$ cat src/rtl/axi_lite_xbar_if.sv
// AXI-Lite channel bundle shared by the crossbar upstream and downstream ports.
// Master drives address/data/valid and response-ready; slave drives the rest.
interface axi_lite_if;
  logic [31:0] araddr;
  logic        arvalid;
  logic        arready;
  logic [31:0] rdata;
  logic [1:0]  rresp;
  logic        rvalid;
  logic        rready;
  logic [31:0] awaddr;
  logic        awvalid;
  logic        awready;
  logic [31:0] wdata;
  logic [3:0]  wstrb;
  logic        wvalid;
  logic        wready;
  logic [1:0]  bresp;
  logic        bvalid;
  logic        bready;

  modport master (
    output araddr, arvalid, rready,
    output awaddr, awvalid, wdata, wstrb,
    output wvalid, bready,
    input  arready, rdata, rresp, rvalid,
    input  awready, wready, bresp, bvalid
  );

  modport slave (
    input  araddr, arvalid, rready,
    input  awaddr, awvalid, wdata, wstrb,
    input  wvalid, bready,
    output arready, rdata, rresp, rvalid,
    output awready, wready, bresp, bvalid
  );
endinterface

$ cat src/rtl/axi_lite_xbar.sv
// 1-to-2 AXI-Lite crossbar (CLINT / memory) with independent read and write FSMs.
// Define XBAR_DECERR_EN to answer addresses outside both windows locally with DECERR.
module axi_lite_xbar #(
  parameter logic [31:0] CLINT_BASE = 32'h0a000000,
  parameter logic [31:0] CLINT_SIZE = 32'h00010000,
  parameter logic [31:0] MEM_BASE   = 32'h80000000,
  parameter logic [31:0] MEM_SIZE   = 32'h08000000
) (
  input  logic       clk,
  input  logic       reset,
  axi_lite_if.slave  s,
  axi_lite_if.master m_clint,
  axi_lite_if.master m_mem
);

  typedef enum logic [1:0] {T_MEM, T_CLINT, T_ERR} tgt_e;
  typedef enum logic [1:0] {RD_IDLE, RD_WAIT, RD_ERR} rd_e;
  typedef enum logic [1:0] {WR_IDLE, WR_DATA, WR_RESP, WR_ERR} wr_e;

  localparam logic [32:0] CLINT_END =
    {1'b0, CLINT_BASE} + {1'b0, CLINT_SIZE};
  localparam logic [32:0] MEM_END =
    {1'b0, MEM_BASE} + {1'b0, MEM_SIZE};
`ifdef XBAR_DECERR_EN
  localparam tgt_e MISS = T_ERR;
`else
  localparam tgt_e MISS = T_MEM;
`endif

  function automatic tgt_e decode(input logic [31:0] a);
    logic in_c;
    logic in_m;
    in_c = ({1'b0, a} >= {1'b0, CLINT_BASE})
        && ({1'b0, a} < CLINT_END);
    in_m = ({1'b0, a} >= {1'b0, MEM_BASE})
        && ({1'b0, a} < MEM_END);
    unique case (1'b1)
      in_c:    decode = T_CLINT;
      in_m:    decode = T_MEM;
      default: decode = MISS;
    endcase
  endfunction

  rd_e  rd_q, rd_d;
  wr_e  wr_q, wr_d;
  tgt_e rd_sel_q, rd_sel_d;
  tgt_e wr_sel_q, wr_sel_d;
  tgt_e ar_tgt, aw_tgt;
  logic wdone_q, wdone_d;
  logic blk_q, blk;
  logic ar_rdy, r_vld;
  logic aw_rdy, w_rdy, b_vld;

  assign ar_tgt = decode(s.araddr);
  assign aw_tgt = decode(s.awaddr);
  // hold every valid low during reset and the cycle after it
  assign blk    = reset | blk_q;

  always_ff @(posedge clk) begin
    blk_q <= reset;
    if (reset) begin
      rd_q     <= RD_IDLE;
      rd_sel_q <= T_MEM;
      wr_q     <= WR_IDLE;
      wr_sel_q <= T_MEM;
      wdone_q  <= 1'b0;
    end else begin
      rd_q     <= rd_d;
      rd_sel_q <= rd_sel_d;
      wr_q     <= wr_d;
      wr_sel_q <= wr_sel_d;
      wdone_q  <= wdone_d;
    end
  end

  always_comb begin
    rd_d     = rd_q;
    rd_sel_d = rd_sel_q;
    unique case (rd_q)
      RD_IDLE: begin
        if (s.arvalid && ar_rdy) begin
          rd_sel_d = ar_tgt;
          rd_d = (ar_tgt == T_ERR) ? RD_ERR : RD_WAIT;
        end
      end
      RD_WAIT, RD_ERR: begin
        if (r_vld && s.rready) rd_d = RD_IDLE;
      end
      default: rd_d = RD_IDLE;
    endcase
  end

  always_comb begin
    m_clint.araddr  = s.araddr;
    m_mem.araddr    = s.araddr;
    m_clint.arvalid = 1'b0;
    m_mem.arvalid   = 1'b0;
    m_clint.rready  = 1'b0;
    m_mem.rready    = 1'b0;
    ar_rdy  = 1'b0;
    r_vld   = 1'b0;
    s.rdata = '0;
    s.rresp = 2'b00;
    unique case (rd_q)
      RD_IDLE: begin
        if (!blk) begin
          unique case (ar_tgt)
            T_CLINT: begin
              m_clint.arvalid = s.arvalid;
              ar_rdy = m_clint.arready;
            end
            T_MEM: begin
              m_mem.arvalid = s.arvalid;
              ar_rdy = m_mem.arready;
            end
            default: ar_rdy = 1'b1;
          endcase
        end
      end
      RD_WAIT: begin
        if (rd_sel_q == T_CLINT) begin
          r_vld   = m_clint.rvalid;
          s.rdata = m_clint.rdata;
          s.rresp = m_clint.rresp;
          m_clint.rready = s.rready;
        end else begin
          r_vld   = m_mem.rvalid;
          s.rdata = m_mem.rdata;
          s.rresp = m_mem.rresp;
          m_mem.rready = s.rready;
        end
      end
      RD_ERR: begin
        r_vld   = 1'b1;
        s.rresp = 2'b11;
      end
      default: ;
    endcase
    s.arready = ar_rdy;
    s.rvalid  = r_vld & ~blk;
  end

  always_comb begin
    wr_d     = wr_q;
    wr_sel_d = wr_sel_q;
    wdone_d  = wdone_q;
    unique case (wr_q)
      WR_IDLE: begin
        if (s.awvalid && aw_rdy) begin
          wr_sel_d = aw_tgt;
          wdone_d  = 1'b0;
          if ((s.wvalid && w_rdy) || wdone_q)
            wr_d = (aw_tgt == T_ERR) ? WR_ERR : WR_RESP;
          else
            wr_d = WR_DATA;
        end else if (s.wvalid && w_rdy) begin
          // target took W before AW; remember it
          wdone_d = 1'b1;
        end
      end
      WR_DATA: begin
        if (s.wvalid && w_rdy)
          wr_d = (wr_sel_q == T_ERR) ? WR_ERR : WR_RESP;
      end
      WR_RESP, WR_ERR: begin
        if (b_vld && s.bready) wr_d = WR_IDLE;
      end
      default: wr_d = WR_IDLE;
    endcase
  end

  always_comb begin
    m_clint.awaddr  = s.awaddr;
    m_mem.awaddr    = s.awaddr;
    m_clint.wdata   = s.wdata;
    m_mem.wdata     = s.wdata;
    m_clint.wstrb   = s.wstrb;
    m_mem.wstrb     = s.wstrb;
    m_clint.awvalid = 1'b0;
    m_mem.awvalid   = 1'b0;
    m_clint.wvalid  = 1'b0;
    m_mem.wvalid    = 1'b0;
    m_clint.bready  = 1'b0;
    m_mem.bready    = 1'b0;
    aw_rdy  = 1'b0;
    w_rdy   = 1'b0;
    b_vld   = 1'b0;
    s.bresp = 2'b00;
    unique case (wr_q)
      WR_IDLE: begin
        if (!blk) begin
          unique case (aw_tgt)
            T_CLINT: begin
              m_clint.awvalid = s.awvalid;
              m_clint.wvalid  =
                s.awvalid & s.wvalid & ~wdone_q;
              aw_rdy = m_clint.awready;
              w_rdy  =
                s.awvalid & ~wdone_q & m_clint.wready;
            end
            T_MEM: begin
              m_mem.awvalid = s.awvalid;
              m_mem.wvalid  =
                s.awvalid & s.wvalid & ~wdone_q;
              aw_rdy = m_mem.awready;
              w_rdy  =
                s.awvalid & ~wdone_q & m_mem.wready;
            end
            default: begin
              aw_rdy = 1'b1;
              w_rdy  = s.awvalid & ~wdone_q;
            end
          endcase
        end
      end
      WR_DATA: begin
        unique case (wr_sel_q)
          T_CLINT: begin
            m_clint.wvalid = s.wvalid;
            w_rdy = m_clint.wready;
          end
          T_MEM: begin
            m_mem.wvalid = s.wvalid;
            w_rdy = m_mem.wready;
          end
          default: w_rdy = 1'b1;
        endcase
      end
      WR_RESP: begin
        if (wr_sel_q == T_CLINT) begin
          b_vld   = m_clint.bvalid;
          s.bresp = m_clint.bresp;
          m_clint.bready = s.bready;
        end else begin
          b_vld   = m_mem.bvalid;
          s.bresp = m_mem.bresp;
          m_mem.bready = s.bready;
        end
      end
      WR_ERR: begin
        b_vld   = 1'b1;
        s.bresp = 2'b11;
      end
      default: ;
    endcase
    s.awready = aw_rdy;
    s.wready  = w_rdy;
    s.bvalid  = b_vld & ~blk;
  end

endmodule

$ cat src/flat_wrapper.sv
// flat-port wrapper written by rule: the top's interface ports become plain ports
module axi_lite_xbar_flat 
#(
  parameter logic [31:0] CLINT_BASE = 32'h0a000000,
  parameter logic [31:0] CLINT_SIZE = 32'h00010000,
  parameter logic [31:0] MEM_BASE   = 32'h80000000,
  parameter logic [31:0] MEM_SIZE   = 32'h08000000
)
  (clk, reset, s_araddr, s_arvalid, s_rready, s_awaddr, s_awvalid, s_wdata, s_wstrb, s_wvalid, s_bready, s_arready, s_rdata, s_rresp, s_rvalid, s_awready, s_wready, s_bresp, s_bvalid, m_clint_araddr, m_clint_arvalid, m_clint_rready, m_clint_awaddr, m_clint_awvalid, m_clint_wdata, m_clint_wstrb, m_clint_wvalid, m_clint_bready, m_clint_arready, m_clint_rdata, m_clint_rresp, m_clint_rvalid, m_clint_awready, m_clint_wready, m_clint_bresp, m_clint_bvalid, m_mem_araddr, m_mem_arvalid, m_mem_rready, m_mem_awaddr, m_mem_awvalid, m_mem_wdata, m_mem_wstrb, m_mem_wvalid, m_mem_bready, m_mem_arready, m_mem_rdata, m_mem_rresp, m_mem_rvalid, m_mem_awready, m_mem_wready, m_mem_bresp, m_mem_bvalid);
  axi_lite_if s_i ();
  axi_lite_if m_clint_i ();
  axi_lite_if m_mem_i ();
  input  logic clk;
  input  logic reset;
  input wire logic [$bits(s_i.araddr)-1:0] s_araddr;
  input wire logic [$bits(s_i.arvalid)-1:0] s_arvalid;
  input wire logic [$bits(s_i.rready)-1:0] s_rready;
  input wire logic [$bits(s_i.awaddr)-1:0] s_awaddr;
  input wire logic [$bits(s_i.awvalid)-1:0] s_awvalid;
  input wire logic [$bits(s_i.wdata)-1:0] s_wdata;
  input wire logic [$bits(s_i.wstrb)-1:0] s_wstrb;
  input wire logic [$bits(s_i.wvalid)-1:0] s_wvalid;
  input wire logic [$bits(s_i.bready)-1:0] s_bready;
  output wire logic [$bits(s_i.arready)-1:0] s_arready;
  output wire logic [$bits(s_i.rdata)-1:0] s_rdata;
  output wire logic [$bits(s_i.rresp)-1:0] s_rresp;
  output wire logic [$bits(s_i.rvalid)-1:0] s_rvalid;
  output wire logic [$bits(s_i.awready)-1:0] s_awready;
  output wire logic [$bits(s_i.wready)-1:0] s_wready;
  output wire logic [$bits(s_i.bresp)-1:0] s_bresp;
  output wire logic [$bits(s_i.bvalid)-1:0] s_bvalid;
  output wire logic [$bits(m_clint_i.araddr)-1:0] m_clint_araddr;
  output wire logic [$bits(m_clint_i.arvalid)-1:0] m_clint_arvalid;
  output wire logic [$bits(m_clint_i.rready)-1:0] m_clint_rready;
  output wire logic [$bits(m_clint_i.awaddr)-1:0] m_clint_awaddr;
  output wire logic [$bits(m_clint_i.awvalid)-1:0] m_clint_awvalid;
  output wire logic [$bits(m_clint_i.wdata)-1:0] m_clint_wdata;
  output wire logic [$bits(m_clint_i.wstrb)-1:0] m_clint_wstrb;
  output wire logic [$bits(m_clint_i.wvalid)-1:0] m_clint_wvalid;
  output wire logic [$bits(m_clint_i.bready)-1:0] m_clint_bready;
  input wire logic [$bits(m_clint_i.arready)-1:0] m_clint_arready;
  input wire logic [$bits(m_clint_i.rdata)-1:0] m_clint_rdata;
  input wire logic [$bits(m_clint_i.rresp)-1:0] m_clint_rresp;
  input wire logic [$bits(m_clint_i.rvalid)-1:0] m_clint_rvalid;
  input wire logic [$bits(m_clint_i.awready)-1:0] m_clint_awready;
  input wire logic [$bits(m_clint_i.wready)-1:0] m_clint_wready;
  input wire logic [$bits(m_clint_i.bresp)-1:0] m_clint_bresp;
  input wire logic [$bits(m_clint_i.bvalid)-1:0] m_clint_bvalid;
  output wire logic [$bits(m_mem_i.araddr)-1:0] m_mem_araddr;
  output wire logic [$bits(m_mem_i.arvalid)-1:0] m_mem_arvalid;
  output wire logic [$bits(m_mem_i.rready)-1:0] m_mem_rready;
  output wire logic [$bits(m_mem_i.awaddr)-1:0] m_mem_awaddr;
  output wire logic [$bits(m_mem_i.awvalid)-1:0] m_mem_awvalid;
  output wire logic [$bits(m_mem_i.wdata)-1:0] m_mem_wdata;
  output wire logic [$bits(m_mem_i.wstrb)-1:0] m_mem_wstrb;
  output wire logic [$bits(m_mem_i.wvalid)-1:0] m_mem_wvalid;
  output wire logic [$bits(m_mem_i.bready)-1:0] m_mem_bready;
  input wire logic [$bits(m_mem_i.arready)-1:0] m_mem_arready;
  input wire logic [$bits(m_mem_i.rdata)-1:0] m_mem_rdata;
  input wire logic [$bits(m_mem_i.rresp)-1:0] m_mem_rresp;
  input wire logic [$bits(m_mem_i.rvalid)-1:0] m_mem_rvalid;
  input wire logic [$bits(m_mem_i.awready)-1:0] m_mem_awready;
  input wire logic [$bits(m_mem_i.wready)-1:0] m_mem_wready;
  input wire logic [$bits(m_mem_i.bresp)-1:0] m_mem_bresp;
  input wire logic [$bits(m_mem_i.bvalid)-1:0] m_mem_bvalid;
  assign s_i.araddr = s_araddr;
  assign s_i.arvalid = s_arvalid;
  assign s_i.rready = s_rready;
  assign s_i.awaddr = s_awaddr;
  assign s_i.awvalid = s_awvalid;
  assign s_i.wdata = s_wdata;
  assign s_i.wstrb = s_wstrb;
  assign s_i.wvalid = s_wvalid;
  assign s_i.bready = s_bready;
  assign s_arready = s_i.arready;
  assign s_rdata = s_i.rdata;
  assign s_rresp = s_i.rresp;
  assign s_rvalid = s_i.rvalid;
  assign s_awready = s_i.awready;
  assign s_wready = s_i.wready;
  assign s_bresp = s_i.bresp;
  assign s_bvalid = s_i.bvalid;
  assign m_clint_araddr = m_clint_i.araddr;
  assign m_clint_arvalid = m_clint_i.arvalid;
  assign m_clint_rready = m_clint_i.rready;
  assign m_clint_awaddr = m_clint_i.awaddr;
  assign m_clint_awvalid = m_clint_i.awvalid;
  assign m_clint_wdata = m_clint_i.wdata;
  assign m_clint_wstrb = m_clint_i.wstrb;
  assign m_clint_wvalid = m_clint_i.wvalid;
  assign m_clint_bready = m_clint_i.bready;
  assign m_clint_i.arready = m_clint_arready;
  assign m_clint_i.rdata = m_clint_rdata;
  assign m_clint_i.rresp = m_clint_rresp;
  assign m_clint_i.rvalid = m_clint_rvalid;
  assign m_clint_i.awready = m_clint_awready;
  assign m_clint_i.wready = m_clint_wready;
  assign m_clint_i.bresp = m_clint_bresp;
  assign m_clint_i.bvalid = m_clint_bvalid;
  assign m_mem_araddr = m_mem_i.araddr;
  assign m_mem_arvalid = m_mem_i.arvalid;
  assign m_mem_rready = m_mem_i.rready;
  assign m_mem_awaddr = m_mem_i.awaddr;
  assign m_mem_awvalid = m_mem_i.awvalid;
  assign m_mem_wdata = m_mem_i.wdata;
  assign m_mem_wstrb = m_mem_i.wstrb;
  assign m_mem_wvalid = m_mem_i.wvalid;
  assign m_mem_bready = m_mem_i.bready;
  assign m_mem_i.arready = m_mem_arready;
  assign m_mem_i.rdata = m_mem_rdata;
  assign m_mem_i.rresp = m_mem_rresp;
  assign m_mem_i.rvalid = m_mem_rvalid;
  assign m_mem_i.awready = m_mem_awready;
  assign m_mem_i.wready = m_mem_wready;
  assign m_mem_i.bresp = m_mem_bresp;
  assign m_mem_i.bvalid = m_mem_bvalid;
  axi_lite_xbar #(.CLINT_BASE(CLINT_BASE), .CLINT_SIZE(CLINT_SIZE), .MEM_BASE(MEM_BASE), .MEM_SIZE(MEM_SIZE)) u_core (.clk(clk), .reset(reset), .s(s_i), .m_clint(m_clint_i), .m_mem(m_mem_i));
endmodule
$ cat config.mk
export PLATFORM = sky130hd
export DESIGN_NAME = axi_lite_xbar_flat
export DESIGN_NICKNAME = d
export VERILOG_FILES = /design/src/rtl/axi_lite_xbar_if.sv /design/src/rtl/axi_lite_xbar.sv /design/src/flat_wrapper.sv
export SDC_FILE = /design/constraint.sdc
export NUM_CORES = 1
export LEC_CHECK = 0
export ABC_AREA = 1
export CORE_AREA = 2 2 171 173
export CTS_BUF_LIST = sky130_fd_sc_hd__clkbuf_16
export DETAILED_ROUTE_END_ITERATION = 12
export DIE_AREA = 0 0 173 175
export GPL_TIMING_DRIVEN = 0
export HOLD_SLACK_MARGIN = 0.08
export PLACE_DENSITY = 0.5
export REMOVE_ABC_BUFFERS = 1
export SLEW_MARGIN = 0
export SYNTH_ARGS = -nofsm -noshare
export SYNTH_HDL_FRONTEND = slang
export SYNTH_SLANG_ARGS = --single-unit
$ cat constraint.sdc
create_clock -name clk -period 2.7 [get_ports clk]
set_clock_uncertainty 0.2 [all_clocks]
set_input_delay 0.675 -clock clk [delete_from_list [all_inputs] [get_ports clk]]
set_output_delay 0.675 -clock clk [all_outputs]
set_load 0.02 [all_outputs]
# Yosys cells after proc, flatten, opt, wreduce, memory -nomap -nowiden
# Index checks and enable logic that the tools add are counted.
[classes]
reduce_logical = 21
n_mux = 63
n_bitwise = 10
eq_ne = 17
magnitude_cmp = 4
[ops]
columns = ["operator", "n"]
rows = [
  ["32-bit by 28-bit >= comparator with 1-bit output (second input constant)", 2],
  ["32-bit by 28-bit less-than comparator with 1-bit output (second input constant)", 2],
  ["32-bit 2-to-1 mux", 2],
  ["1-bit 2-to-1 mux", 39],
  ["2-bit 2-to-1 mux", 9],
  ["1-bit case mux with 2 select lines", 9],
  ["2-bit case mux with 2 select lines", 3],
  ["2-bit zero test", 5],
  ["2-bit by 1-bit != test with 1-bit output (second input constant)", 5],
  ["2-bit by 1-bit == test with 1-bit output (second input constant)", 4],
  ["2-bit == test (second input constant)", 4],
  ["2-bit AND reduction", 4],
  ["1-bit AND", 7],
  ["1-bit logical AND", 7],
  ["2-bit case mux with 3 select lines", 1],
  ["1-bit by 2-bit == test with 1-bit output (second input constant)", 2],
  ["2-bit OR reduction", 2],
  ["3-bit AND reduction", 1],
  ["1-bit == test (second input constant)", 2],
  ["1-bit inverter", 2],
  ["2-bit nonzero test", 1],
  ["1-bit logical OR", 1],
  ["1-bit OR", 1],
]
[totals]
regBits = 10
wordCells = 121
in_bits = 189

# Logic depth before layout (Yosys ltp)
# Gate-level depths: netlist of the first run.
[depth]
word_depth = 12
depth_mapped = 13

# Least setup slack after synthesis of the first run
# No wires, ideal clock.
[synth_path]
path_type = "input-to-output"
startpoint = "input reset"
endpoint = "output m_clint_wvalid"
n_path_buf = 0
t_required_ns = 1.825
slack_ns = 0.232
cell_stages = 5
t_arrival_ns = 1.593
cell_sequence = "nor2_2 > nand3_4 > nor2_4 > nand2_1 > o21ai_0"
[synth_via]
elab_chain_cells = 3
[synth_rtl]
columns = ["element", "line", "text"]
rows = [
  ["start, declared", "flat_wrapper.sv:14", "input logic reset;"],
  ["1-bit OR", "axi_lite_xbar.sv:57", "assign blk = reset | blk_q;"],
  ["1-bit 2-to-1 mux", "axi_lite_xbar.sv:191", "if (!blk) begin"],
  ["1-bit case mux with 2 select lines", "axi_lite_xbar.sv:189", "unique case (wr_q)"],
  ["end, declared", "flat_wrapper.sv:39", "output wire logic [$bits(m_clint_i.wvalid)-1:0] m_clint_wvalid;"],
]
# Every way passes these cells.

# Worst setup path in the final report of the first run
[layout_path]
startpoint = "input m_clint_rvalid"
endpoint = "output s_rvalid"
[layout_via]
elab_chain_cells = 3
[layout_rtl]
columns = ["element", "line", "text"]
rows = [
  ["start, declared", "flat_wrapper.sv:44", "input wire logic [$bits(m_clint_i.rvalid)-1:0] m_clint_rvalid;"],
  ["1-bit 2-to-1 mux", "axi_lite_xbar.sv:121", "if (rd_sel_q == T_CLINT) begin"],
  ["1-bit case mux with 2 select lines", "axi_lite_xbar.sv:104", "unique case (rd_q)"],
  ["1-bit AND", "axi_lite_xbar.sv:140", "s.rvalid = r_vld & ~blk;"],
  ["end, declared", "flat_wrapper.sv:27", "output wire logic [$bits(s_i.rvalid)-1:0] s_rvalid;"],
]
# Every way passes these cells.

==> out/results.ini, run 1 <==
[detailed_routing]
routedWlPerCell_um = 36.6
drc = 0
drt-pass1-iter-count = 4
antenna_left = 0
dr_total_vias = 2800
first_iter_violations = 118
routed_wl_mm = 29.9
routed_via_density = 3.42

[setup_path]
endpoint_kind = output pin
worst_setup_path_start_kind = input pin
crit_chain = clkdlybuf4s50_1 -> a22oi_2 -> nor2_1 -> dlygate4sd2_1
slowest_delay_ns = 0.42
critPathArrivalTime_ns = 1.77
cp_data_required_time_ns = 1.82
crit_type = input pin to output pin
crit_slowest_cell = clkdlybuf4s50_1
cp_max_fo = 2

[yosys]
synthCells = 388
synth_seq_area_share = 0.0536
synth_top_area_frac = 0.574
ys_warn_count = 0
synth-main-ff-cell = dfxtp_1
synth_area_um2 = 2620
async_flop_share = 0
yosys-top-cells-area = buf_4 (57%), a22o_1 (11%), nor2_1 (5.7%)
synth_area_per_cell_um2 = 6.74
synth_top_cell_by_area = buf_4
ys_ff_latch = 7
synth_edf_count = 0
synthDistinctLibCells = 27

[floorplan]
ios = 440
fp.dieArea_um2 = 30300
dieWidth_um = 173
die_h_um = 175
initial_core_util = 0.0921
coreArea_um2 = 28400
placementRows = 62

[timing]
min_period_over_period = 0.981
grt_setup_unrepaired = true
setup_viol = 0
min_period_ns = 2.65
hold_viol_final = 0
timing.fmax_ghz = 0.377
max-slew-margin-rel = 0.736
finalMaxSlewViolations = 0
worstMarginPinSlew_ns = 0.396

[power_and_ir_drop]
ir_drop_uv = 185
power_mw = 1.05
total_leakage_power_nw = 1.65
p_per_area_nw_per_um2 = 259

[clock_network]
htreeDepth = 1
cts_buffer_depth = 2
cts_buffers = 3
clock_sinks = 7
cts.clk_slew.worst_paths_ns = 0.04
cts_hold_buffers = 0
clock_latency_ns = 0.23
cts_tree = yes
ctsRootBufferMaster = clkbuf_16

[global_routing]
grt_util_all_layers = 0.191
grt_max_degree = 36
globalRoute.totalOverflow = 0
grt_pass1_vias = 2865
grt_antenna_before_repair = 6
grt_pass1_wl_mm = 36.2

[status]
status = finished clean

[cells_and_area]
layout.nets = 619
fill_cells = 3289
area_delta_synth_final_pct = 55.2
fin_util = 0.143
drive_above_1_share = 0.210

[placed_design]
gp_congestion = 0.849
port_buffers = 235
hpwl_mm = 27.6

[min_path]
hold_path_class = register to register

[flow_run]
max_cap_violations = 0

==> cells in the mapped netlist, types with 2 or more instances <==
cell      count
a21oi_2       2
o21ai_0       3
a21oi_1       9
nand3_1       7
nand2_2       4
clkbuf_1      3
nand4_1       2
inv_2         5
nand2_1      34
buf_2         4
buf_4       200
dfxtp_1       7
a22o_1       34
inv_1        18
nor2_1       40
a22oi_1       2
o211ai_1      2
nor3_1        3
==> power breakdown <==
part | internal (mW) | switching, mW
logic | 0.328 | 0.332
clock network | 0.195 | 0.0613
registers | 0.116 | 0.0180
total | 0.639 | 0.411
==> path summary, 6_finish.rpt <==
check	startpoint	cells past startpoint	to	slack, ns
min reg2reg	u_core.rd_sel_q[0]	2	u_core.rd_sel_q[0]	0.32
max	m_clint_rvalid	4	s_rvalid	0.05
max reg2reg	u_core.rd_q[0]	7	u_core.rd_q[0]	0.98
min	u_core.rd_sel_q[0]	2	u_core.rd_sel_q[0]	0.32
==> layout by cell type (no fill, tap or decap), drive strengths merged <==
cell type	n
dfxtp	7
a22o	34
diode	5
nand2	38
o211ai	2
nand3	9
bufinv	1
clkdlybuf4s50	151
nand3b	1
buf	23
and3	1
a21oi	11
nor2	43
a22oi	2
nor3	3
clkdlybuf4s15	11
dlygate4sd2	42
inv	23
nor4b	1
clkinv	1
nand4	2
clkbuf	19
o21ai	4
==> layout make-up <==
cell class | instances | area (µm²) | area share
clock inverters | 1 | 5.00 | 0.00123
clock buffers | 3 | 75.1 | 0.0185
inverters | 24 | 119 | 0.0293
diodes | 5 | 12.5 | 0.00308
multi-input cells | 151 | 936 | 0.231
well taps | 384 | 480 | 0.118
flip-flops and latches | 7 | 144 | 0.0355
repair buffers | 243 | 2290 | 0.564
==> stage by stage <==
step	instances	TNS, ns	setup slack (ns)	area, µm²	hold WS (ns)
3_3_place_gp	800	-67.47	-2.00	3920	0.268
3_5_place_dp	800	-19.63	-0.986	3920	0.306
2_1_floorplan	181	-2.25	-0.234	1080	0.253
5_1_grt	816	-0.132	-0.106	4050	0.364
6_report	818	0	0.0504	4060	0.325
4_1_cts	811	-0.00667	-0.00667	4080	0.321
==> registers in the layout, indices dropped and copies added (netlist names) <==
register,cells
u_core.wr_q,2
u_core.wr_sel_q,1
u_core.blk_q,1
u_core.rd_q,1
u_core.rd_sel_q,1
u_core.wdone_q,1
==> routing by layer <==
metal / part of all wire / vias to the layer above / GRT usage
li1: - / 1137 / -
met1: 0.30 / 1214 / 0.161
met2: 0.48 / 415 / 0.326
met3: 0.19 / 24 / 0.175
met4: 0.022 / 10 / 0.0339
met5: 0.012 / - / 0.0817
==> critical path, delay by kind of cell <==
kind                   cells  cell delay (ns)
AOI/OAI and AO/OA          1             0.27
and+or+nand+nor            1             0.06
buffers and inverters      2             0.77
==> logic make-up after synthesis <==
| group | synth area share |
|---|---|
| buffers and inverters | 0.622 |
| AO/OA/AOI/OAI | 0.157 |
| flip-flops | 0.0536 |
| AND/OR/NAND/NOR | 0.168 |
==> repair_timing <==
action / in CTS / in global routing
cloned: 1 / 0
hold endpoints to repair: 0 / 0
endpoints found under the setup margin: 112 / 21
pin swaps: 6 / 7
setup buffers: 6 / 2
gates resized for setup: 179 / 49
(Power assumes the default switching activity.)
==> run 2: changes to the inputs <==
--- a/config.mk
+++ b/config.mk
@@ -8,13 +8,14 @@
 export ABC_AREA = 1
 export CORE_AREA = 2 2 171 173
 export CTS_BUF_LIST = sky130_fd_sc_hd__clkbuf_16
+export CTS_CLUSTER_DIAMETER = 150
 export DETAILED_ROUTE_END_ITERATION = 12
 export DIE_AREA = 0 0 173 175
 export GPL_TIMING_DRIVEN = 0
 export HOLD_SLACK_MARGIN = 0.08
 export PLACE_DENSITY = 0.5
 export REMOVE_ABC_BUFFERS = 1
-export SLEW_MARGIN = 0
+export SLEW_MARGIN = 10
 export SYNTH_ARGS = -nofsm -noshare
 export SYNTH_HDL_FRONTEND = slang
 export SYNTH_SLANG_ARGS = --single-unit
==> run 2 against run 1 <==
  * Via count grew 0.86%
  * Non-clock buffer count grew 5
  * Sequential power is essentially flat
  * Register-to-register slack gained 0.03 ns
  * First-iteration DRC count shrank 3.4%
  * Routed wire length shrank 0.39%
  * Critical path depth grew 2
  * Worst setup slack is essentially flat
  * Worst hold slack gained 0.0030 ns
  * Core utilization shrank 0.23 points
  * Largest power group unchanged
==> out/results.ini, run 2 (synthesis gave the netlist of run 1 again) <==
[status]
status = finished clean

[timing]
hold_viol_final = 0
setup_viol = 0
max-slew-margin-rel = 0.694
timing.hold.ws_ns = 0.328
finalMaxSlewViolations = 0
timing.setup.tns_ns = 0
worstMarginPinSlew_ns = 0.461
min_period_over_period = 0.981
timing.fmax_ghz = 0.377
min_period_ns = 2.65
layout_setup_ws_ns = 0.0501
grt_setup_unrepaired = true

[placed_design]
placed_cells = 801
gp_congestion = 0.849
port_buffers = 235
hpwl_mm = 27.7
dpl_worst_slack_ns = -1.01

[floorplan]
initial_core_util = 0.0921
fp.dieArea_um2 = 30300
dieWidth_um = 173
die_h_um = 175
coreArea_um2 = 28400
ios = 440
placementRows = 62

[setup_path]
endpoint_kind = output pin
crit_chain = dlygate4sd2_1 -> nor4b_4 -> buf_4 -> nand3b_1 -> and3_4 -> buf_6
cp_data_required_time_ns = 1.82
crit_slowest_cell = dlygate4sd2_1
crit_family = buffers and inverters
crit_type = input pin to output pin
critPathArrivalTime_ns = 1.77
worst_setup_path_start_kind = input pin
cp_max_fo = 3
crit_buf_inv = 3
slowest_delay_ns = 0.26

[detailed_routing]
routedWlPerCell_um = 36.4
drc = 0
drt-pass1-iter-count = 4
first_iter_violations = 114
routed_wl_mm = 29.8
antenna_left = 0
dr_total_vias = 2824
routed_via_density = 3.45

[global_routing]
grt_max_degree = 36
grt_pass1_vias = 2902
globalRoute.totalOverflow = 0
grt_antenna_before_repair = 2
grt_util_all_layers = 0.189
grt_pass1_wl_mm = 35.9

[cells_and_area]
ff_latch_area_um2 = 140
area_delta_synth_final_pct = 52.7
layout_commonest_cell = clkdlybuf4s50_1
fill_cells = 3312
final_cells = 818
final_cell_mix = clkdlybuf4s50_1 (151), a22o_1 (34), dlygate4sd2_1 (32), nor2_1 (30), nand2_1 (30)
regMostFlops = u_core.wr_q
drive_above_1_share = 0.233
layout.nets = 623
largest_register_ffs = 2
multi_input_area_um2 = 936

[flow_run]
max_cap_violations = 0

[clock_network]
clock_sinks = 7
cts_tree = yes
cts_buffers = 3
clock_latency_ns = 0.23
htreeDepth = 1
cts_buffer_depth = 2
cts.clk_slew.worst_paths_ns = 0.03
ctsRootBufferMaster = clkbuf_16

[power_and_ir_drop]
total_leakage_power_nw = 1.68
p_per_area_nw_per_um2 = 262
switching_power_uw = 408
clkPwrFrac = 0.242
ir_drop_uv = 188
p_comb_frac = 0.629
swShare = 0.390
p_int_uw = 639
sequentialPowerShare = 0.128
power_mw = 1.05

[min_path]
hold_path_class = register to register

-- run 2: cell count changes in the layout (fill, tap and decap cells not counted), moves of 3 or more --
cell and change:
clkbuf_2 +11, nor2_1 -3, buf_4 +6, buf_6 +4
dlygate4sd2_1 -10, diode_2 -4, clkdlybuf4s15_2 -8, clkdlybuf4s15_1 +3
-- run 2: tightest hold or removal path: stages (launching register included) --
cell and delay [ns]:
dfxtp_1 0.35, inv_1 0.08, a21oi_2 0.05
-- run 2: metal layers --
metal | share of wire | vias up | global-route usage
met5 | 0.012 | - | 0.0897
met4 | 0.014 | 8 | 0.0205
met3 | 0.20 | 24 | 0.176
met2 | 0.48 | 441 | 0.332
met1 | 0.29 | 1211 | 0.156
li1 | - | 1140 | -
-- run 2: final timing paths --
path | end | start | slack, ns | cells after the start
worst min-delay path | u_core.rd_sel_q[0] | u_core.rd_sel_q[0] | 0.33 | 2
worst max-delay path | s_arready | s_araddr[25] | 0.05 | 6
worst min register to register | u_core.rd_sel_q[0] | u_core.rd_sel_q[0] | 0.33 | 2
worst max register to register | u_core.wr_q[0] | u_core.wr_sel_q[0] | 1.01 | 7
-- run 2: final cells by class --
class                           count  area share
Antenna cell                        1    0.000627
Clock buffer                        3      0.0188
Clock inverter                      1     0.00125
Inverter                           24      0.0251
Multi-Input combinational cell    150       0.234
Sequential cell                     7      0.0351
Tap cell                          384       0.120
Timing Repair Buffer              248       0.564
-- run 2: timing repair --
action	CTS	global route
endpoints found under the setup margin	113	18
hold endpoints to repair	0	0
setup buffers	11	2
hold buffers	0	0
pin swaps	10	25
gates resized for setup	168	87
-- run 2: through the flow --
| step | utilization | instance area, µm² |
|---|---|---|
| 3_5_place_dp | 0.139 | 3940 |
| 2_1_floorplan | - | 1080 |
| 3_3_place_gp | 0.138 | 3920 |
| 4_1_cts | 0.142 | 4050 |
| 6_report | 0.141 | 3990 |
| 5_1_grt | 0.141 | 3990 |
-- run 2: power groups by stage --
stage / Sequential [mW] / Clock [mW] / Combinational [mW]
2_1_floorplan: 0.130 / 0 / 0.206
3_3_place_gp: 0.135 / 0 / 0.674
3_5_place_dp: 0.135 / 0 / 0.677
4_1_cts: 0.134 / 0.262 / 0.660
5_1_grt: 0.135 / 0.270 / 0.707
6_report: 0.135 / 0.253 / 0.659
